<file path="src/rtl/simd_alu_cmp_mask_reducer.sv">
// Two-stage reducer that turns the SIMD comparer result vector into a lane mask with any/all/count/mode_err.
// Optional macro SIMD_CMP_POPCOUNT_EN enables the registered match count; otherwise count reads 0.
module simd_alu_cmp_mask_reducer #(
    parameter int  SIMD_DATA_WIDTH            = 256,
    parameter int  SIMD_ADDER_DATA_MODE_WIDTH = 2,
    localparam int LANES_MAX                  = SIMD_DATA_WIDTH / 8,
    localparam int CNT_W                      = $clog2(LANES_MAX + 1),
    localparam int MW                         = SIMD_ADDER_DATA_MODE_WIDTH
) (
    input  logic                       i_clk,
    input  logic                       i_rst,
    input  logic                       i_in_valid,
    output logic                       o_in_ready,
    input  logic [SIMD_DATA_WIDTH-1:0] i_result,
    input  logic [MW-1:0]              i_data_mode,
    output logic                       o_out_valid,
    input  logic                       i_out_ready,
    output logic [LANES_MAX-1:0]       o_mask,
    output logic                       o_any,
    output logic                       o_all,
    output logic [CNT_W-1:0]           o_count,
    output logic                       o_mode_err
);

    logic                          r_s1_v, r_s2_v;
    logic [LANES_MAX-1:0]          r_s1_lsb;
    logic [MW-1:0]                 r_s1_mode;
    logic [LANES_MAX-1:0]          r_mask;
    logic                          r_any, r_all, r_mode_err;
    logic                          w_s2_adv, w_accept, w_xfer;
    logic [LANES_MAX-1:0]          w_lsb;
    logic [3:0][LANES_MAX-1:0]     w_lane, w_act;
    logic [LANES_MAX-1:0]          w_mask;
    logic                          w_any, w_all, w_mode_err;
    logic                          w_unused_bits;

    assign w_s2_adv   = !r_s2_v | i_out_ready;
    assign w_xfer     = r_s1_v & w_s2_adv;
    assign o_in_ready = !i_rst & (!r_s1_v | w_s2_adv);
    assign w_accept   = i_in_valid & o_in_ready;

    // Every lane LSB in any mode sits on a byte boundary, so only byte LSBs are stored in S1.
    for (genvar gi = 0; gi < LANES_MAX; gi++) begin : g_lsb
        assign w_lsb[gi] = i_result[gi*8];
    end
    assign w_unused_bits = ^i_result;

    // In mode m, lane i is byte lane (i << m); lanes beyond the mode's count read 0.
    for (genvar gm = 0; gm < 4; gm++) begin : g_mode
        for (genvar gi = 0; gi < LANES_MAX; gi++) begin : g_lane
            if (gi < (LANES_MAX >> gm)) begin : g_on
                assign w_lane[gm][gi] = r_s1_lsb[gi << gm];
                assign w_act[gm][gi]  = 1'b1;
            end else begin : g_off
                assign w_lane[gm][gi] = 1'b0;
                assign w_act[gm][gi]  = 1'b0;
            end
        end
    end

    if (MW > 2) begin : g_merr
        assign w_mode_err = |r_s1_mode[MW-1:2];
    end else begin : g_nomerr
        assign w_mode_err = 1'b0;
    end

    always_comb begin
        w_mask = '0;
        w_all  = 1'b0;
        if (!w_mode_err) begin
            w_mask = w_lane[r_s1_mode[1:0]];
            w_all  = &(w_mask | ~w_act[r_s1_mode[1:0]]);
        end
    end
    assign w_any = |w_mask;

    always_ff @(posedge i_clk) begin
        if (i_rst) begin
            r_s1_v     <= 1'b0;
            r_s2_v     <= 1'b0;
            r_mask     <= '0;
            r_any      <= 1'b0;
            r_all      <= 1'b0;
            r_mode_err <= 1'b0;
        end else begin
            if (w_accept) begin
                r_s1_lsb  <= w_lsb;
                r_s1_mode <= i_data_mode;
                r_s1_v    <= 1'b1;
            end else if (w_xfer) begin
                r_s1_v <= 1'b0;
            end
            if (w_xfer) begin
                r_mask     <= w_mask;
                r_any      <= w_any;
                r_all      <= w_all;
                r_mode_err <= w_mode_err;
                r_s2_v     <= 1'b1;
            end else if (i_out_ready) begin
                r_s2_v <= 1'b0;
            end
        end
    end

`ifdef SIMD_CMP_POPCOUNT_EN
    logic [CNT_W-1:0] w_count, r_count;

    always_comb begin
        w_count = '0;
        for (int i = 0; i < LANES_MAX; i++) w_count = w_count + CNT_W'(w_mask[i]);
    end

    always_ff @(posedge i_clk) begin
        if (i_rst)       r_count <= '0;
        else if (w_xfer) r_count <= w_count;
    end
    assign o_count = r_count;
`else
    assign o_count = '0;
`endif

    assign o_out_valid = r_s2_v;
    assign o_mask      = r_mask;
    assign o_any       = r_any;
    assign o_all       = r_all;
    assign o_mode_err  = r_mode_err;

endmodule

</file>
<file path="config.mk">
export PLATFORM = sky130hd
export DESIGN_NAME = simd_alu_cmp_mask_reducer
export DESIGN_NICKNAME = d
export VERILOG_FILES = /design/src/rtl/simd_alu_cmp_mask_reducer.sv
export SDC_FILE = /design/constraint.sdc
export NUM_CORES = 1
export LEC_CHECK = 0
export CAP_MARGIN = 20
export CORE_AREA = 4 4 116 118
export CTS_BUF_LIST = sky130_fd_sc_hd__clkbuf_16
export DETAILED_ROUTE_END_ITERATION = 6
export DIE_AREA = 0 0 120 122
export GPL_TIMING_DRIVEN = 0
export PLACE_DENSITY = 0.74
export RECOVER_POWER = 50
export SYNTH_ARGS = -nofsm -noshare
export SYNTH_HDL_FRONTEND = slang
export SYNTH_SLANG_ARGS = --single-unit
</file>
<file path="constraint.sdc">
create_clock -name i_clk -period 1.98 [get_ports i_clk]
set_clock_uncertainty 0.1 [all_clocks]
set_input_delay 0.198 -clock i_clk [delete_from_list [all_inputs] [get_ports i_clk]]
set_output_delay 0.198 -clock i_clk [all_outputs]
set_load 0.05 [all_outputs]
</file>
# After elaboration in Yosys (flattened, before gate mapping)
# Index checks and enable logic that the tools add are counted.
dict set report word_totals {
  wordCells 32
  register_bits 70
  output_inout_bits 43
}
dict set report classes {
  n_lt_le_gt_ge 1
  n_mux 8
  n_reduce_logical 8
  bitwise_logic 8
}
# operator n
set ops {}
lappend ops {{binary-select mux 32 bit (select 2 bit)} 2}
lappend ops {{2-to-1 mux 32 bit} 2}
lappend ops {{inverter 32 bit} 1}
lappend ops {{bitwise OR 32 bit} 1}
lappend ops {{AND reduction 32 bit} 1}
lappend ops {{OR reduction 32 bit} 1}
lappend ops {{2-to-1 mux 1 bit} 4}
lappend ops {{nonzero test 2 bit} 2}
lappend ops {{bitwise AND 1 bit} 3}
lappend ops {{logical NOT 1 bit} 3}
lappend ops {{< comparator 2 x 3 -> 1 bit, second input constant} 1}
lappend ops {{bitwise OR 1 bit} 2}
lappend ops {{AND reduction 2 bit} 1}
lappend ops {{inverter 1 bit} 1}

# Longest topological paths before layout
dict set report logic_depth {
  word_depth 6
  depth_mapped 7
  depth_no_buf 5
}

# Worst setup path before layout
# No wires, ideal clock.
dict set report synth_path {
  path_type {register to register}
  from {register r_s2_v (netlist: o_out_valid)}
  to {register r_s1_lsb[0] (enable)}
  stages_incl_launch_ff 4
  path_buffers 0
  setup_time_ps 394
  arrival_ps 2490
  slack_ps -1005
  path_cell_list {dfxtp_1 > nor2b_1 > a21oi_1 > and2_1}
}
dict set report synth_between {
  elab_chain_len 6
}
# element line_no
set synth_lines {}
lappend synth_lines {{start: declaration} 25} ;# logic r_s1_v, r_s2_v;
lappend synth_lines {{start signal: assignment} 80} ;# r_s2_v <= 1'b0;
lappend synth_lines {{start signal: assignment} 98} ;# r_s2_v <= 1'b1;
lappend synth_lines {{start signal: assignment} 100} ;# r_s2_v <= 1'b0;
lappend synth_lines {{logical NOT 1 bit} 37} ;# assign w_s2_adv = !r_s2_v | i_out_ready;
lappend synth_lines {{bitwise OR 1 bit} 37}
lappend synth_lines {{bitwise OR 1 bit} 39} ;# assign o_in_ready = !i_rst & (!r_s1_v | w_s2_adv);
lappend synth_lines {{bitwise AND 1 bit} 39}
lappend synth_lines {{named net o_in_ready} 13} ;# output logic o_in_ready,
lappend synth_lines {{bitwise AND 1 bit} 40} ;# assign w_accept = i_in_valid & o_in_ready;
lappend synth_lines {{AND reduction 2 bit (no source line)} -}
lappend synth_lines {{end signal: assignment} 87} ;# r_s1_lsb <= w_lsb;
lappend synth_lines {{end: declaration} 26} ;# logic [LANES_MAX-1:0] r_s1_lsb;
# The timed path passes the listed nets, and every way through them passes these cells.
# A chain may end at the register's enable or synchronous reset.

# Worst setup path in the final report
dict set report layout_path {
  from {register r_s1_mode[1]}
  to {register r_all (netlist: o_all)}
}
dict set report layout_between {
  elab_chain_len 5
  elab_cells_between_ends 7
  classes_between {mux (4); bitwise (2); reduce/logical (1)}
}
# element line_no
set layout_lines {}
lappend layout_lines {{start: declaration} 27} ;# logic [MW-1:0] r_s1_mode;
lappend layout_lines {{start signal: assignment} 88} ;# r_s1_mode <= i_data_mode;
lappend layout_lines {{binary-select mux 32 bit (select 2 bit)} 72} ;# w_all = &(w_mask | ~w_act[r_s1_mode[1:0]]);
lappend layout_lines {{2-to-1 mux 32 bit (not written as such)} 72}
lappend layout_lines {{inverter 32 bit} 72}
lappend layout_lines {{bitwise OR 32 bit (*)} 72}
lappend layout_lines {{AND reduction 32 bit (*)} 72}
lappend layout_lines {{end signal: assignment} 96} ;# r_all <= w_all;
lappend layout_lines {{end: declaration} 29} ;# logic r_any, r_all, r_mode_err;
# Mark *: on every way between the ends. The rest lies on a longest branch, timed or not. The select of a mux whose other input is x is not followed.

==> results by group <==
Place
  – Number of buffers added on ports: 73
  – Final HPWL DP: between 6000 and 7000 um
  – Placer Congestion: ~0.94
  – Pre-CTS setup slack: -0.2976 ns

Final layout
  – Fin util: between 30% and 40%
  – Layout area overhead: 47.06%
  – # fillers: around 1200
  – Share of layout cells above drive strength 1: 12.75%
  – Register area: roughly 0.0017 sq mm
  – NumNets Final: 610
  – Multi-input logic area: about 0.0011 sq mm
  – Antenna cells: 0

Clock network
  – Hold-fix buffers at CTS: 0
  – H-tree Lvls: 3
  – Clk root buf: clkbuf_16
  – Clk buf depth: 2
  – CTS tree: done
  – CTS Sinks: 70
  – TritonCTS buffer count: 9
  – Clk slew on worst S/H paths: around 0.060 ns
  – Worst-Skew Late Latency: 0.33 ns
  – Post-CTS setup buffers: 0

Synth
  – #FFs+latches synth: 70
  – Syn Area/Cell: between 10 and 15 sq um
  – Yosys top cell area share: a little over a third
  – Cells after synthesis: 258
  – Mapped Area: 0.002826 sq mm
  – Yosys cell types: 35
  – Register area share after synthesis: around three fifths
  – Yosys warning total: 0
  – Ranking of synthesized cells by area: edfxtp_1 (36%), dfxtp_1 (25%), a21oi_1 (5.7%)
  – Area leader, netlist: edfxtp_1

Critical path
  – Critical-path cell list: buf_2 -> nor2b_2 -> a2bb2oi_2 -> nor4_1 -> a21oi_1 -> o21ai_0
  – CP Launch Type: flip-flop
  – CP Capture Type: flip-flop
  – Worst-path fanout max: 10
  – Slowest cell on crit path: edfxtp_1
  – Worst r2r src: r_s1_mode[1]$_DFFE_PP_
  – Critical path class: flip-flop to flip-flop
  – Worst setup startpoint: r_s1_mode[1]$_DFFE_PP_
  – Req. time, crit path: roughly 2.1 ns
  – Worst path max stage delay: between 0.3 and 0.4 ns
  – CP Data Arrival Time: 2.09 ns

Run
  – Max capacitance violation total: 0

Die
  – Die area: about 0.015 sq mm
  – Die H: 122 um
  – Core ar.: between 0.01 and 0.015 sq mm
  – Initial Util: between 20 and 25%
  – DIE WIDTH: 120 um
  – Cell Rows: 41
  – I/O pins: 305

Route
  – Post-DRT Antenna Nets: 0
  – Routed WL: around 8300 um
  – First-pass DRT Iterations: 4
  – Vias: between 2000 and 2500
  – Vias per inst: between 4 and 5
  – DRT iter0 DRCs: roughly 240
  – WL per Instance: 15.81 um
  – # DRC: 0

Worst hold path
  – Hold_sp: o_mask[26]$_SDFFE_PP0P_
  – Classification of the worst-slack hold path: flip-flop to flip-flop

Global routing
  – First-pass GRT wire length: between 10000 and 15000 um
  – Vias in the first global route: approximately 2400
  – GRT Total Usage: 11.37%
  – Largest net degree at the start of global routing: 35
  – Total gr overflow: 0
  – Antenna violations before repair: 0

STA
  – Final setup viols: 0
  – Setup TNS: 0 ns
  – Final Hold Viols: 0
  – Measured slew at the worst slew-check pin: 0.5575 ns
  – Fin crit share: between 90% and 100%
  – Post-route minimum period: about 1.9 ns
  – PnR worst setup slack: ~0.047 ns
  – Slew headroom: 62.72%
  – Final Max Tran Viols: 0
  – Max frequency: about 520 MHz

Pwr
  – Leak pwr: approximately 1.4 nW
  – Worst vdd ir: 0.0004983 V
  – PD cells: about 840 mW/mm^2

Run status
  – Status: completed
==> final timing paths <==
path	slack (ns)	endpoint	cells after the start
max	0.05	o_all$_SDFFE_PP0P_	6
min	0.36	o_mask[26]$_SDFFE_PP0P_	2
max reg2reg	0.05	o_all$_SDFFE_PP0P_	6
min reg2reg	0.36	o_mask[26]$_SDFFE_PP0P_	2
==> synth_stat cells <==
library cell,n
nand2_1,28
or4_1,2
dfxtp_1,36
o21ai_0,1
mux4_1,1
o211ai_1,1
edfxtp_1,34
nand4_1,7
o22a_1,1
o21bai_1,3
conb_1,1
nor4_1,5
a211oi_1,4
nor4b_1,1
nand3b_1,1
buf_2,3
clkbuf_1,12
buf_4,8
buf_6,1
inv_1,2
a2bb2oi_1,3
nor2b_1,2
nor2_2,1
nand3_1,17
a21oi_1,32
nand2b_1,2
o41ai_1,1
and3_1,1
nor2_1,17
and2_1,2
a2111o_1,1
nor3_1,10
a31oi_1,2
mux4_2,1
mux2i_1,14
==> through the flow <==
step           hold WS, ns  std cells  cell area (sq um)  power [mW]
6_report            0.3565        525               4156       3.507
3_3_place_gp        0.3451        509               3809       2.068
4_1_cts             0.3135        525               4083       3.528
5_1_grt             0.3770        525               4156       3.621
3_5_place_dp        0.3543        509               3809       2.075
2_1_floorplan       0.1969        264               2863       1.893
==> where the power goes <==
group	total (mW)	switching [mW]	internal, mW
logic	0.421	0.258	0.163
clock network	1.46	0.607	0.849
registers	1.63	0.0500	1.58
total	3.51	0.915	2.59
==> placed cells by master (no fill, tap or decap), types with 3 or more instances in the layout <==
cell and n:
a21oi_1 31, mux2i_1 10, a211oi_1 4, nor2_1 17, nand3_1 17, dfxtp_1 36
conb_1 7, edfxtp_1 34, dlygate4sd3_1 35, o21bai_1 3, nor3_1 10, nand2_1 28
buf_4 7, clkbuf_16 9, mux2i_2 3, clkbuf_1 10, buf_2 3, nand4_1 7
clkdlybuf4s50_1 37, nor4_1 3
==> flip-flops by register name, indices dropped and copies added, names as in the netlist <==
| register | cells |
|---|---|
| o_mask | 32 |
| r_s1_lsb | 32 |
| r_s1_mode | 2 |
| o_all | 1 |
| o_any | 1 |
| o_out_valid | 1 |
| r_s1_v | 1 |
==> worst max-delay path: cells and delay by family (launching register included) <==
kind	cells	cell delay [ns]
AND/OR/NAND/NOR	2	0.68
flip-flops	1	0.39
buffers and inverters	1	0.29
AO/OA/AOI/OAI	3	0.38
==> final cells by class <==
cell class                 count  share of cell area (%)
buffer                        24                   3.281
clock buffer                   9                   5.418
clock inverter                 7                   1.144
inverter                       2                  0.1806
multi-input combinational    168                   25.44
sequential                    70                   41.90
tap                          172                   5.178
timing repair buffer          73                   17.46
==> timing repair <==
action	4_1_cts	5_1_grt
pin swaps	0	1
resized for setup	3	18
hold endpoints to repair	0	0
setup endpoints to repair	1	4
==> kinds of logic (layout without fill, tap and decap cells) <==
family	after synthesis	in the layout	share of synthesized area, %
buffers and inverters	26	115	4.914
AO/OA/AOI/OAI	49	49	10.36
flip-flops	70	70	61.62
AND/OR/NAND/NOR	96	96	16.29
multiplexers	16	16	6.684
other	1	7	0.1327
==> layer usage <==
| layer | part of all wire, % | track usage (%) | up-vias |
|---|---|---|---|
| met5 | 0 | 0 | - |
| met4 | 2.1 | 4.438 | 0 |
| met1 | 40 | 12.98 | 1142 |
| li1 | - | - | 1121 |
| met3 | 8.5 | 4.596 | 17 |
| met2 | 49 | 19.11 | 102 |
Note: power is estimated with default switching activity, not from simulation.
